[config.mk]
export PLATFORM = sky130hd
export DESIGN_NAME = ctrl_bus_gen
export DESIGN_NICKNAME = d
export VERILOG_FILES = /design/src/rtl/ctrl_bus_gen.sv
export SDC_FILE = /design/constraint.sdc
export NUM_CORES = 1
export LEC_CHECK = 0
export CAP_MARGIN = 20
export CORE_MARGIN = 2
export CORE_UTILIZATION = 40
export DETAILED_ROUTE_END_ITERATION = 10
export GPL_ROUTABILITY_DRIVEN = 0
export GPL_TIMING_DRIVEN = 0
export MAX_ROUTING_LAYER = met4
export PLACE_DENSITY_LB_ADDON = 0.05
export REMOVE_ABC_BUFFERS = 1
export SLEW_MARGIN = 20
export SYNTH_ARGS = -nofsm -noshare
export SYNTH_HDL_FRONTEND = slang
export SYNTH_SLANG_ARGS = --single-unit
[constraint.sdc]
create_clock -name clk -period 3.2 [get_ports clk]
set_clock_uncertainty 0.15 [all_clocks]
set_input_delay 0.64 -clock clk [delete_from_list [all_inputs] [get_ports clk]]
set_output_delay 0.64 -clock clk [all_outputs]
set_load 0.1 [all_outputs]
[src/rtl/ctrl_bus_gen.sv]
// ============================================================================
// Module      : ctrl_bus_gen
// Description : ctrl_bus source for one gobou FC layer. It walks neurons x input
//               words and emits framed bursts plus input/weight read addresses.
// Revision    : 1.0 - initial release
// ============================================================================
`default_nettype none

module ctrl_bus_gen #(
  parameter int LWIDTH  = 10,
  parameter int AWIDTH  = 16,
  parameter int D_DRAIN = 8
) (
  input  logic              clk,
  input  logic              rst,
  input  logic              req,
  input  logic [LWIDTH-1:0] total_in,
  input  logic [LWIDTH-1:0] total_out,
  input  logic              stall,
  output logic [2:0]        out_ctrl,   // {start, valid, stop}
  output logic [LWIDTH-1:0] in_addr,
  output logic [AWIDTH-1:0] w_addr,
  output logic [LWIDTH-1:0] out_idx,
  output logic              busy,
  output logic              ack
);

  localparam int c_DW = (D_DRAIN > 1) ? $clog2(D_DRAIN) : 1;
  localparam logic [c_DW-1:0] c_DRAIN_LAST = c_DW'(D_DRAIN - 1);

  typedef enum logic [2:0] {
    S_IDLE  = 3'd0,
    S_START = 3'd1,
    S_RUN   = 3'd2,
    S_DRAIN = 3'd3,
    S_DONE  = 3'd4
  } state_t;

  state_t            r_state;
  logic [LWIDTH-1:0] r_tin;
  logic [LWIDTH-1:0] r_tout;
  logic [LWIDTH-1:0] r_i;
  logic [LWIDTH-1:0] r_o;
  logic [AWIDTH-1:0] r_w;
  logic [c_DW-1:0]   r_cnt;
  logic              r_start;
  logic              r_valid;
  logic              r_stop;
  logic [LWIDTH-1:0] r_in_addr;
  logic [AWIDTH-1:0] r_w_addr;
  logic [LWIDTH-1:0] r_out_idx;
  logic              r_busy;
  logic              r_ack;

  logic w_last_i;
  logic w_last_o;

  assign w_last_i = (r_i == r_tin - LWIDTH'(1));
  assign w_last_o = (r_o == r_tout - LWIDTH'(1));

  always_ff @(posedge clk or posedge rst) begin
    if (rst) begin
      r_state   <= S_IDLE;
      r_tin     <= '0;
      r_tout    <= '0;
      r_i       <= '0;
      r_o       <= '0;
      r_w       <= '0;
      r_cnt     <= '0;
      r_start   <= 1'b0;
      r_valid   <= 1'b0;
      r_stop    <= 1'b0;
      r_in_addr <= '0;
      r_w_addr  <= '0;
      r_out_idx <= '0;
      r_busy    <= 1'b0;
      r_ack     <= 1'b0;
    end else begin
      r_start <= 1'b0;
      r_valid <= 1'b0;
      r_stop  <= 1'b0;
      r_ack   <= 1'b0;
      case (r_state)
        S_IDLE: begin
          if (req) begin
            r_busy <= 1'b1;
            r_tin  <= total_in;
            r_tout <= total_out;
            r_i    <= '0;
            r_o    <= '0;
            r_w    <= '0;
            if ((total_in != '0) && (total_out != '0)) begin
              r_state <= S_START;
            end else begin
              // Empty layer: a single drain cycle places ack two cycles after req.
              r_cnt   <= c_DRAIN_LAST;
              r_state <= S_DRAIN;
            end
          end else begin
            r_busy <= 1'b0;
          end
        end
        S_START: begin
          if (!stall) begin
            r_start   <= 1'b1;
            r_out_idx <= r_o;
            r_state   <= S_RUN;
          end
        end
        S_RUN: begin
          if (!stall) begin
            r_valid   <= 1'b1;
            r_in_addr <= r_i;
            r_w_addr  <= r_w;
            r_out_idx <= r_o;
            r_w       <= r_w + AWIDTH'(1);
            if (w_last_i) begin
              r_stop <= 1'b1;
              r_i    <= '0;
              if (w_last_o) begin
                r_cnt   <= '0;
                r_state <= S_DRAIN;
              end else begin
                r_o     <= r_o + LWIDTH'(1);
                r_state <= S_START;
              end
            end else begin
              r_i <= r_i + LWIDTH'(1);
            end
          end
        end
        S_DRAIN: begin
          if (r_cnt == c_DRAIN_LAST) begin
            r_state <= S_DONE;
          end else begin
            r_cnt <= r_cnt + c_DW'(1);
          end
        end
        S_DONE: begin
          r_ack   <= 1'b1;
          r_state <= S_IDLE;
        end
        default: r_state <= S_IDLE;
      endcase
    end
  end

  assign out_ctrl = {r_start, r_valid, r_stop};
  assign in_addr  = r_in_addr;
  assign w_addr   = r_w_addr;
  assign out_idx  = r_out_idx;
  assign busy     = r_busy;
  assign ack      = r_ack;

endmodule

`default_nettype wire

---- After elaboration in Yosys (flattened, before gate mapping) ----
Index checks and enable logic that the tools add are counted.
cells by class
  $add $sub $neg .......................... 6
  equal/unequal tests ..................... 16
  multiplexer cells ....................... 34
  bitwise logic cells ..................... 1
  reduce and logical (&&, ||, !) cells .... 14
operator list
  operator                                                               count
  10-bit 2-to-1 mux                                                      6
  10-bit case mux with 2 select lines                                    2
  3-bit 2-to-1 mux                                                       11
  16-bit 2-to-1 mux                                                      2
  16-bit case mux with 2 select lines                                    1
  10-bit by 1-bit adder with 10-bit output, second input constant        2
  10-bit equality test                                                   2
  10-bit nonzero test                                                    2
  10-bit by 1-bit subtractor with 10-bit output, second input constant   2
  2-bit != test, second input constant                                   9
  16-bit by 1-bit adder with 16-bit output, second input constant        1
  3-bit case mux with 4 select lines                                     1
  5-bit AND reduction                                                    2
  3-bit case mux with 3 select lines                                     1
  1-bit 2-to-1 mux                                                       8
  7-bit AND reduction                                                    1
  3-bit by 2-bit equality test with 1-bit output, second input constant  2
  3-bit equality test, second input constant                             2
  2-bit AND reduction                                                    3
  2-bit 2-to-1 mux                                                       2
  3-bit by 1-bit adder with 3-bit output, second input constant          1
  3-bit by 1-bit equality test with 1-bit output, second input constant  1
  3-bit zero test                                                        1
  3-bit AND reduction                                                    1
  5 further kinds                                                        5
storage, ports and cells
  bits in registers ....................... 103
  input bits .............................. 24
  output and inout port bits .............. 41
  word-level logic and storage cells ...... 86

---- Longest topological paths before layout ----
Gate-level depths: netlist of the first run.
  word-level depth ........................ 6
  mapped depth ............................ 11

---- Worst setup path after synthesis of the first run ----
OpenSTA, ideal clock, no wires.
  kind .................................... flip-flop to flip-flop
  start ................................... reg r_tin[0]
  end ..................................... reg r_o[0]
  library setup time ...................... 125 ps
  arrival time ............................ 2436 ps
  required time ........................... 2925 ps
  path slack .............................. 489 ps
  cell stages (with the launch flop) ...... 11
  buffers on the path ..................... 1
  period minus slack after synthesis ...... 2711 ps
  cells stage by stage .................... dfrtp_1 -> inv_1 -> ha_1 -> clkbuf_2 -> o21ba_1 -> a221oi_1 -> a41o_1 -> o2111ai_1 -> o31a_1 -> nor3_4 -> mux2_2
on the way
  longest elaborated chain between the ends .. 4
RTL lines
  what                                           RTL line  RTL
  start, declared                                40        logic [LWIDTH-1:0] r_tin;
  start signal, assigned                         87        r_tin <= total_in;
  10-bit by 1-bit subtractor with 10-bit output  58        assign w_last_i = (r_i == r_tin - LWIDTH'(1));
  10-bit equality test                           58
  2-bit != test (no line)                        --
  5-bit AND reduction (no line)                  --
  end signal, assigned                           124       r_o <= r_o + LWIDTH'(1);
  end, declared                                  43        logic [LWIDTH-1:0] r_o;
Every way passes these cells.
A chain may end at the register's enable or synchronous reset.

---- Worst setup path in the final report of the first run ----
Same ends and word-level chain as after synthesis.

==> results of run 1 <==
-- sequential cells by signal, indices dropped and copies added, names as in the netlist, 10 cells and up --
name / count
r_o: 10
w_addr: 16
r_tout: 10
in_addr: 10
r_tin: 10
r_w: 16
out_idx: 10
r_i: 10
-- tightest hold or removal path: stages (launching register included) --
cell and delay (ns):
dfrtp_1 0.34, nand2_1 0.05, nand2_1 0.05
-- final timing paths --
| check | from | to | slack [ns] |
|---|---|---|---|
| worst max-delay path | r_tin[0]$_DFFE_PP0P_ | r_o[0]$_DFFE_PP0P_ | 0.25 |
| worst min register to register | w_addr[15]$_DFFE_PP0P_ | w_addr[15]$_DFFE_PP0P_ | 0.32 |
| max in group asynchronous | rst | in_addr[4]$_DFFE_PP0P_ | 1.77 |
| worst min-delay path | w_addr[15]$_DFFE_PP0P_ | w_addr[15]$_DFFE_PP0P_ | 0.32 |
| worst max register to register | r_tin[0]$_DFFE_PP0P_ | r_o[0]$_DFFE_PP0P_ | 0.25 |
| min in group asynchronous | rst | r_valid$_DFF_PP0_ | 0.48 |
-- cell families after synthesis --
group | share of synthesized area [%]
DFF | 49.2
AOI/OAI and AO/OA | 7.76
adders and majority gates | 1.67
xor gates and xnor gates | 7.02
muxes | 4.29
and+or+nand+nor | 26.8
buffers and inverters | 3.34
-- power by group through the flow --
stage	registers (W)	clock network, W	logic (W)
final	0.00192	0.00111	0.00204
after floorplan	0.00227	0	0.00116
after CTS	0.00192	0.00115	0.00204
after global placement	0.00193	0	0.00198
after detailed placement	0.00195	0	0.00203
after global routing	0.00197	0.00119	0.00226
-- layout make-up --
class,instances,area (um^2)
Fill cell,1290,6360
Tap cell,172,215
Inverter,15,66.3
Clock inverter,4,45.0
Clock buffer,12,246
Timing Repair Buffer,69,691
Multi-Input combinational cell,411,2520
Sequential cell,103,2580
-- layer usage --
| layer | GRT usage (%) | up-vias | part of all wire, % |
|---|---|---|---|
| met4 | 7.66 | 0 | 1.8 |
| met1 | 23.2 | 1954 | 48 |
| met5 | - | - | 0 |
| met2 | 27.7 | 69 | 47 |
| met3 | 2.90 | 14 | 3.3 |
| li1 | - | 1995 | - |
-- cell usage in the layout (no fill, tap or decap), types with 4 or more instances in the layout --
master,count
nand4_1,11
nor3_1,12
nand2_1,161
inv_1,13
nand2b_1,8
xor2_1,24
nor4_2,6
clkbuf_16,9
and3_1,10
clkdlybuf4s50_1,64
ha_1,7
a21oi_1,10
dfrtp_1,103
mux2_2,11
xnor2_1,15
mux2i_1,9
or3_1,4
o21ai_0,17
nand3_1,12
nor2_1,35
-- metrics by stage --
| stage | total power (W) | setup TNS [ns] | instances |
|---|---|---|---|
| finish | 0.00507 | 0 | 786 |
| global route | 0.00542 | 0 | 786 |
| CTS | 0.00511 | 0 | 786 |
| detailed placement | 0.00397 | -38.86 | 770 |
| global placement | 0.00391 | -352.24 | 765 |
| floorplan | 0.00342 | -64.07 | 529 |
-- timing repair --
| action | in CTS | in global routing |
|---|---|---|
| pin swaps | 0 | 2 |
| hold buffers | 0 | 0 |
| gates resized for setup | 5 | 3 |
| setup endpoints to repair | 50 | 12 |
==> results.json, run 1 <==
{
  "status": "finished clean",
  "dpl-instance-area_um2": 6040,
  "grt.overflow.total": 0,
  "worstPathBufferInverterCount": 1,
  "slew_headroom_pct": 35.0,
  "synthesis.area_per_instance_um2": 9.47,
  "drt.antenna.violating_nets": 0,
  "logic_pwr_share_pct": 40.2,
  "cpMaxStageDelayCell": "dfrtp_1",
  "final_design_area_excluding_fillers_um2": 6360,
  "power.clock.fraction_pct": 22.0,
  "timing.final.crit_period_ns": 2.95,
  "maxCapViolations": 0,
  "die_area_um2": 14000,
  "crit_path_cell_trace": "inv_1 > ha_1 > o21ba_1 > a221oi_1 > a41o_1 > o2111ai_2 > o31a_4 > nor3_4 > mux2_2",
  "hpwlAfterDp_um": 7890,
  "ys_dominant_reg_cell": "dfrtp_1",
  "synth_edf_count": 0,
  "post_synth_instance_area_um2": 5240,
  "period_share_pct": 92.2,
  "clock_insertion_delay_worst_skew_ns": 0.36,
  "vias": 4032,
  "flop_pwr_share_pct": 37.8,
  "maxClockFrequency_mhz": 339,
  "wl_um": 11400,
  "cp.depth": 9,
  "antenna_found_initial": 0,
  "initial_detailed_routing_violation_count": 250,
  "switching_share_pct": 42.6,
  "floorplan.die.width_um": 118,
  "final_count_of_hold_timing_violations": 0,
  "cpLargestDelayFamily": "compound AO/OA/AOI/OAI gates",
  "post_drt_wl_per_cell_um": 14.5,
  "core_area_um2": 12700,
  "synthToLayoutAreaGrowth_pct": 21.4,
  "cts.repair_timing.setup_buffer_count": 0,
  "timing_worst_setup_path_type": "register to register",
  "tritoncts_num_sinks": 103,
  "global_route_wire_length_before_repair_um": 19700,
  "fraction_of_layout_instances_using_a_drive_strength_above_1_pct": 9.61,
  "clk_path_buf_depth": 2,
  "startpoint_type": "register",
  "grt_start_max_net_pins": 74,
  "timing.reg2reg.worst_path_depth": 9,
  "timing.final.ws_setup_ns": 0.248,
  "synthTopCellsByArea": "dfrtp_1 (49%), nand2_1 (12%), xor2_1 (4.0%)",
  "yosysTopAreaCellShare_pct": 49.2,
  "worstHoldPathType": "register to register",
  "final.hold.worst_slack_ns": 0.322,
  "drc_errors": 0,
  "firstDrtPassIters": 4,
  "clk_root_buffer_cell": "clkbuf_16",
  "htree_num_levels": 3,
  "min_path_cells": 2,
  "crit_required_ns": 3.29,
  "seq_area_frac_synth_pct": 49.2,
  "synth-seq-cells": 103,
  "number_of_global_route_vias_before_repair": 4042,
  "async_set_reset_flop_share_out_of_synthesis_pct": 100,
  "synthCells": 554,
  "rows": 41,
  "critical_path.endpoint_type": "register",
  "grtUsageTotal_pct": 17.9,
  "port-buffer-count": 64,
  "cp_slowest_stage_delay_ns": 0.43,
  "report.final.setup_viol": 0,
  "setup_repair_after_global_routing_missed_its_margin": "false",
  "path_max_fanout": 11,
  "cts_tree": "built",
  "top_level_ports": 65,
  "powerDensity_nw_per_um2": 797,
  "antennaDiodeCount": 0,
  "final_core_utilization_pct": 50.0,
  "start_util_pct": 41.2,
  "timing.critical_path.arrival_ns": 3.05,
  "final_net_count": 640,
  "vdd.ir_drop.worst_uv": 308,
  "switching_power_w": 0.00216,
  "synthTopCellsByCount": "nand2_1 (161), dfrtp_1 (103), nor2_1 (36)",
  "synth_most_common_cell": "nand2_1",
  "ys.warnings.count": 0,
  "synth_cell_types": 67,
  "final-max-slew-violation-count": 0,
  "worst_pin_slew_ns": 0.972,
  "synth_top_cell_by_area": "dfrtp_1",
  "detailedPlace.worstSlack_ns": -1.50,
  "power_leakage_nw": 2.92,
  "clk_pin_slew_ns": 0.07,
  "cts_buffers": 9,
  "die_y_extent_um": 118,
  "post_drt_via_cell_ratio": 5.13,
  "power.internal_w": 0.00291
}
Note: power is estimated with default switching activity, not from simulation.
==> run 2, diff against run 1 <==
--- a/config.mk
+++ b/config.mk
@@ -7,13 +7,14 @@
 export LEC_CHECK = 0
 export CAP_MARGIN = 20
 export CORE_MARGIN = 2
-export CORE_UTILIZATION = 40
+export CORE_UTILIZATION = 35
 export DETAILED_ROUTE_END_ITERATION = 10
 export GPL_ROUTABILITY_DRIVEN = 0
 export GPL_TIMING_DRIVEN = 0
 export MAX_ROUTING_LAYER = met4
 export PLACE_DENSITY_LB_ADDON = 0.05
 export REMOVE_ABC_BUFFERS = 1
+export SKIP_LAST_GASP = 1
 export SLEW_MARGIN = 20
 export SYNTH_ARGS = -nofsm -noshare
 export SYNTH_HDL_FRONTEND = slang
==> results.json, run 2 (synthesized netlist as in run 1, its figures left out) <==
{
  "detail_route.wirelength.met1_um": 5890,
  "initial_detailed_routing_violation_count": 302,
  "most_common_cell_after_layout_fill_and_taps_aside": "nand2_1",
  "start_util_pct": 35.9,
  "maxClockFrequency_mhz": 329,
  "drt.antenna.violating_nets": 0,
  "antenna_found_initial": 0,
  "htree_num_levels": 3,
  "final_count_of_hold_timing_violations": 0,
  "timing.critical_path.arrival_ns": 3.13,
  "hp-start": "w_addr[3]$_DFFE_PP0P_",
  "global_route_wire_length_before_repair_um": 20200,
  "timing.reg2reg.worst_path_depth": 9,
  "r2r-end": "r_o[0]$_DFFE_PP0P_",
  "clock_insertion_delay_worst_skew_ns": 0.35,
  "floorplan.die.width_um": 126,
  "cts_tree": "built",
  "period_share_pct": 95.1,
  "dpl-instance-area_um2": 6060,
  "vias": 4055,
  "timing.final.crit_period_ns": 3.04,
  "post_drt_via_cell_ratio": 5.06,
  "drc_errors": 0,
  "worstHoldPathType": "register to register",
  "fraction_of_layout_instances_using_a_drive_strength_above_1_pct": 10.2,
  "grt.overflow.total": 0,
  "clk_root_buffer_cell": "clkbuf_16",
  "final-max-slew-violation-count": 0,
  "capture_endpoint_of_the_worst_hold_path": "w_addr[3]$_DFFE_PP0P_",
  "final_core_utilization_pct": 43.8,
  "route.met2.wl_um": 5520,
  "post_drt_wl_per_cell_um": 15.0,
  "min_path_cells": 2,
  "timing_worst_setup_path_type": "register to register",
  "total_power_w": 0.00507,
  "clk_path_buf_depth": 2,
  "slew_headroom_pct": 35.1,
  "firstDrtPassIters": 4,
  "worst_pin_slew_ns": 0.970,
  "grt_start_max_net_pins": 62,
  "cts_buffers": 9,
  "final.hold.worst_slack_ns": 0.323,
  "cell_count_after_placement": 783,
  "antennaDiodeCount": 0,
  "hpwlAfterDp_um": 8310,
  "critical_path.endpoint_type": "register",
  "maxCapViolations": 0,
  "top_level_ports": 65,
  "status": "finished clean",
  "worst_r2r_startpoint": "r_tin[0]$_DFFE_PP0P_",
  "core_area_um2": 14600,
  "rows": 44,
  "clk_pin_slew_ns": 0.07,
  "die_y_extent_um": 126,
  "synthToLayoutAreaGrowth_pct": 21.9,
  "final_cell_count_no_fill": 801,
  "powerDensity_nw_per_um2": 793,
  "routed_length_on_met3_um": 454,
  "layout_common_cells": "nand2_1 (161), dfrtp_1 (103), clkdlybuf4s50_1 (64), nor2_1 (34), xor2_1 (24)",
  "vdd.ir_drop.worst_uv": 356,
  "report.final.setup_viol": 0,
  "tritoncts_num_sinks": 103,
  "final_design_area_excluding_fillers_um2": 6390,
  "crit_required_ns": 3.29,
  "number_of_global_route_vias_before_repair": 4030,
  "path_max_fanout": 9,
  "port-buffer-count": 64,
  "grtUsageTotal_pct": 16.2,
  "timing.reg2reg.setup_slack_ns": 0.16,
  "wl_um": 12000,
  "die_area_um2": 16000,
  "power_leakage_nw": 2.93,
  "final_net_count": 643,
  "maxUsedRoutingLayer": "met4",
  "startpoint_type": "register"
}
==> run 2: changes by cell type in the layout (fill, tap and decap cells not counted), sizes merged <==
| cell | before | now |
|---|---|---|
| buf | 5 | 8 |
| bufinv | 1 | 0 |
| clkinvlp | 0 | 2 |
| inv | 14 | 15 |
| clkinv | 4 | 2 |
==> run 2: layer usage <==
| layer | vias up | global-route usage, % |
|---|---|---|
| li1 | 2005 | - |
| met1 | 1962 | 21.9 |
| met2 | 77 | 24.7 |
| met3 | 11 | 3.04 |
| met4 | 0 | 4.98 |
| met5 | - | - |
==> run 2: per-stage QoR <==
stage / TNS (ns) / worst slack, ns
floorplan: -64.07 / -1.38
global placement: -363.73 / -4.34
detailed placement: -43.68 / -1.63
CTS: 0 / 0.00148
global route: -0.0126 / -0.0126
finish: 0 / 0.157
==> run 2: area by class of cell <==
cell class / instances / area, um^2
Timing Repair Buffer: 72 / 713
Inverter: 15 / 66.3
Clock inverter: 4 / 28.8
Tap cell: 184 / 230
Sequential cell: 103 / 2580
Fill cell: 1437 / 8200
Multi-Input combinational cell: 411 / 2520
Clock buffer: 12 / 256
==> run 2: report_power, final <==
group / leakage (nW) / switching (W) / internal, W / total (W)
logic: 1.42 / 0.00133 / 0.000747 / 0.00208
clock network: 0.135 / 0.000497 / 0.000573 / 0.00107
registers: 1.37 / 0.000369 / 0.00155 / 0.00192
total: 2.93 / 0.00220 / 0.00287 / 0.00507
==> run 2: timing repair <==
action	in CTS	in global routing
setup endpoints to repair	49	20
pin swaps	0	1
buffers inserted	0	2
gates resized for setup	4	5
hold buffers	0	0
==> run 2: worst max-delay path by stage <==
stage                    startpoint                     end  cells past startpoint
2_1_floorplan                   req      r_i[1]$_DFFE_PP0P_                      3
3_5_place_dp                  stall  out_idx[1]$_DFFE_PP0P_                      5
3_3_place_gp                    req      r_i[1]$_DFFE_PP0P_                      4
5_1_grt        r_tin[0]$_DFFE_PP0P_      r_o[0]$_DFFE_PP0P_                      9
4_1_cts        r_tin[0]$_DFFE_PP0P_      r_o[0]$_DFFE_PP0P_                      9
6_report       r_tin[0]$_DFFE_PP0P_      r_o[0]$_DFFE_PP0P_                      9
==> run 2: worst max-delay path, stage by stage, from the launching register on <==
cell and delay (ns):
dfrtp_1 0.43, inv_1 0.09, ha_1 0.31, o21ba_1 0.20, a221oi_1 0.28, a41o_1 0.13, o2111ai_1 0.23, o31a_4 0.43
nor3_4 0.30, mux2_2 0.37
==> run 3, diff against run 2 <==
--- a/config.mk
+++ b/config.mk
@@ -7,7 +7,7 @@
 export LEC_CHECK = 0
 export CAP_MARGIN = 20
 export CORE_MARGIN = 2
-export CORE_UTILIZATION = 35
+export CORE_UTILIZATION = 50
 export DETAILED_ROUTE_END_ITERATION = 10
 export GPL_ROUTABILITY_DRIVEN = 0
 export GPL_TIMING_DRIVEN = 0
==> results.json, run 3 (synthesized netlist as in run 1, its figures left out) <==
{
  "floorplan.die.width_um": 106,
  "path_max_fanout": 29,
  "cpLargestDelayFamily": "simple AND/OR/NAND/NOR gates",
  "worstHoldPathType": "register to register",
  "drt.antenna.violating_nets": 0,
  "maxCapViolations": 0,
  "grtUsageTotal_pct": 21.2,
  "most_common_cell_after_layout_fill_and_taps_aside": "nand2_1",
  "timing.final.crit_period_ns": 3.03,
  "synthToLayoutAreaGrowth_pct": 19.8,
  "hpwlAfterDp_um": 7800,
  "tritoncts_num_sinks": 103,
  "die_y_extent_um": 106,
  "power_leakage_nw": 2.91,
  "htree_num_levels": 3,
  "post_drt_wl_per_cell_um": 14.6,
  "min_path_cells": 2,
  "cell_count_after_placement": 734,
  "use_met2_pct": 33.7,
  "cts_buffers": 9,
  "totalNegativeSetupSlack_ns": 0,
  "post_drt_via_cell_ratio": 5.45,
  "startpoint_type": "primary input",
  "worstPathBufferInverterCount": 1,
  "vias": 4095,
  "final_count_of_hold_timing_violations": 0,
  "powerDensity_nw_per_um2": 792,
  "slew_headroom_pct": 34.3,
  "nFillCells": 895,
  "timing.final.ws_setup_ns": 0.171,
  "cp_common_cell": "nor2_1",
  "final_core_utilization_pct": 61.4,
  "cp.depth": 8,
  "clk_pin_slew_ns": 0.10,
  "worst_pin_slew_ns": 0.983,
  "global_route_met1_utilization_pct": 28.3,
  "initial_detailed_routing_violation_count": 251,
  "vdd.ir_drop.worst_uv": 376,
  "crit_path_cell_trace": "clkdlybuf4s50_1 > or4b_2 > nand2_1 > nand4_1 > nor2_1 > nand3_1 > xor2_1 > nor2_1",
  "final_net_count": 642,
  "clk_root_buffer_cell": "clkbuf_8",
  "status": "finished clean",
  "antennaDiodeCount": 0,
  "detailedPlace.worstSlack_ns": -1.44,
  "cts_tree": "built",
  "grt.overflow.total": 0,
  "maxClockFrequency_mhz": 330,
  "grt_start_max_net_pins": 65,
  "crit_required_ns": 3.31,
  "antenna_found_initial": 0,
  "critical_path.endpoint_type": "register",
  "timing.critical_path.arrival_ns": 3.14,
  "layout_common_cells": "nand2_1 (161), dfrtp_1 (103), clkdlybuf4s50_1 (64), nor2_1 (34), xor2_1 (24)",
  "cpMaxStageDelayCell": "or4b_2",
  "clk_path_buf_depth": 2,
  "wl_um": 11000,
  "cp_slowest_stage_delay_ns": 0.94,
  "most_used_routing_layer": "met2",
  "core_area_um2": 10200,
  "global_route_wire_length_before_repair_um": 18800,
  "period_share_pct": 94.7,
  "firstDrtPassIters": 5,
  "timing.reg2reg.setup_slack_ns": 0.19,
  "report.final.setup_viol": 0,
  "number_of_global_route_vias_before_repair": 3898,
  "timing_worst_setup_path_type": "primary input to register",
  "port-buffer-count": 64,
  "worst_r2r_startpoint": "r_tin[0]$_DFFE_PP0P_",
  "top_level_ports": 65,
  "setup_repair_after_global_routing_missed_its_margin": "true",
  "fraction_of_layout_instances_using_a_drive_strength_above_1_pct": 9.90,
  "die_area_um2": 11300,
  "hp-start": "in_addr[7]$_DFFE_PP0P_",
  "drc_errors": 0,
  "met3_usage_pct": 3.43,
  "rows": 37,
  "timing.reg2reg.worst_path_depth": 9,
  "r2r-end": "r_o[0]$_DFFE_PP0P_",
  "final_cell_count_no_fill": 752,
  "capture_endpoint_of_the_worst_hold_path": "in_addr[7]$_DFFE_PP0P_",
  "start_util_pct": 51.3,
  "clock_insertion_delay_worst_skew_ns": 0.37,
  "final-max-slew-violation-count": 0
}
-- run 3: cell types whose count changed in the layout (fill, tap and decap cells not counted), sizes merged --
cell	delta
bufinv	+3
buf	-1
clkinvlp	-2
clkinv	-1
-- run 3: worst max path at each step --
stage	from	end	slack, ns
after floorplan	req	r_i[1]$_DFFE_PP0P_	-1.38
after global placement	req	r_i[1]$_DFFE_PP0P_	-4.04
after detailed placement	stall	out_idx[8]$_DFFE_PP0P_	-1.44
after CTS	r_tin[0]$_DFFE_PP0P_	r_o[0]$_DFFE_PP0P_	0.04
after global routing	r_tin[0]$_DFFE_PP0P_	r_o[0]$_DFFE_PP0P_	-0.06
final	req	r_w[13]$_DFFE_PP0P_	0.17
-- run 3: power breakdown --
group / total (W) / leakage [nW] / switching [W] / internal (W)
sequential: 0.00192 / 1.37 / 0.000370 / 0.00155
clock: 0.000997 / 0.123 / 0.000450 / 0.000548
combinational: 0.00206 / 1.41 / 0.00132 / 0.000743
-- run 3: per-stage QoR --
step	cell area, um^2	power [W]	hold WS (ns)
2_1_floorplan	5120	0.00342	0.310
3_3_place_gp	5940	0.00388	0.306
3_5_place_dp	6000	0.00398	0.312
4_1_cts	6260	0.00499	0.334
5_1_grt	6280	0.00530	0.353
6_report	6280	0.00498	0.330
-- run 3: metal layers --
| metal | routed length (um) | share of wire [%] | up-vias |
|---|---|---|---|
| met5 | 0 | 0 | - |
| met4 | 126 | 1.1 | 0 |
| met3 | 331 | 3.0 | 8 |
| met2 | 5300 | 48 | 72 |
| met1 | 5230 | 48 | 2015 |
| li1 | - | - | 2000 |
-- run 3: timing repair --
item | in CTS | in global routing
hold buffers | 0 | 0
buffers inserted | 0 | 2
endpoints found under the setup margin | 27 | 16
pin swaps | 0 | 2
resized for setup | 5 | 2
-- run 3: worst reg2reg max path, cell delays in order (launching register included) --
cell and delay (ns):
dfrtp_1 0.44, inv_1 0.08, ha_1 0.31, o21ba_1 0.21
a221oi_1 0.29, a41o_1 0.14, o2111ai_1 0.22, o31a_4 0.43
nor3_4 0.27, mux2_2 0.36
-- run 3: final cells by class --
cell class,instances,area [um^2],area share [%]
Clock buffer,12,145,2.31
Clock inverter,4,101,1.61
Inverter,15,66.3,1.06
Multi-Input combinational cell,411,2510,40.0
Sequential cell,103,2580,41.0
Tap cell,136,170,2.71
Timing Repair Buffer,71,708,11.3
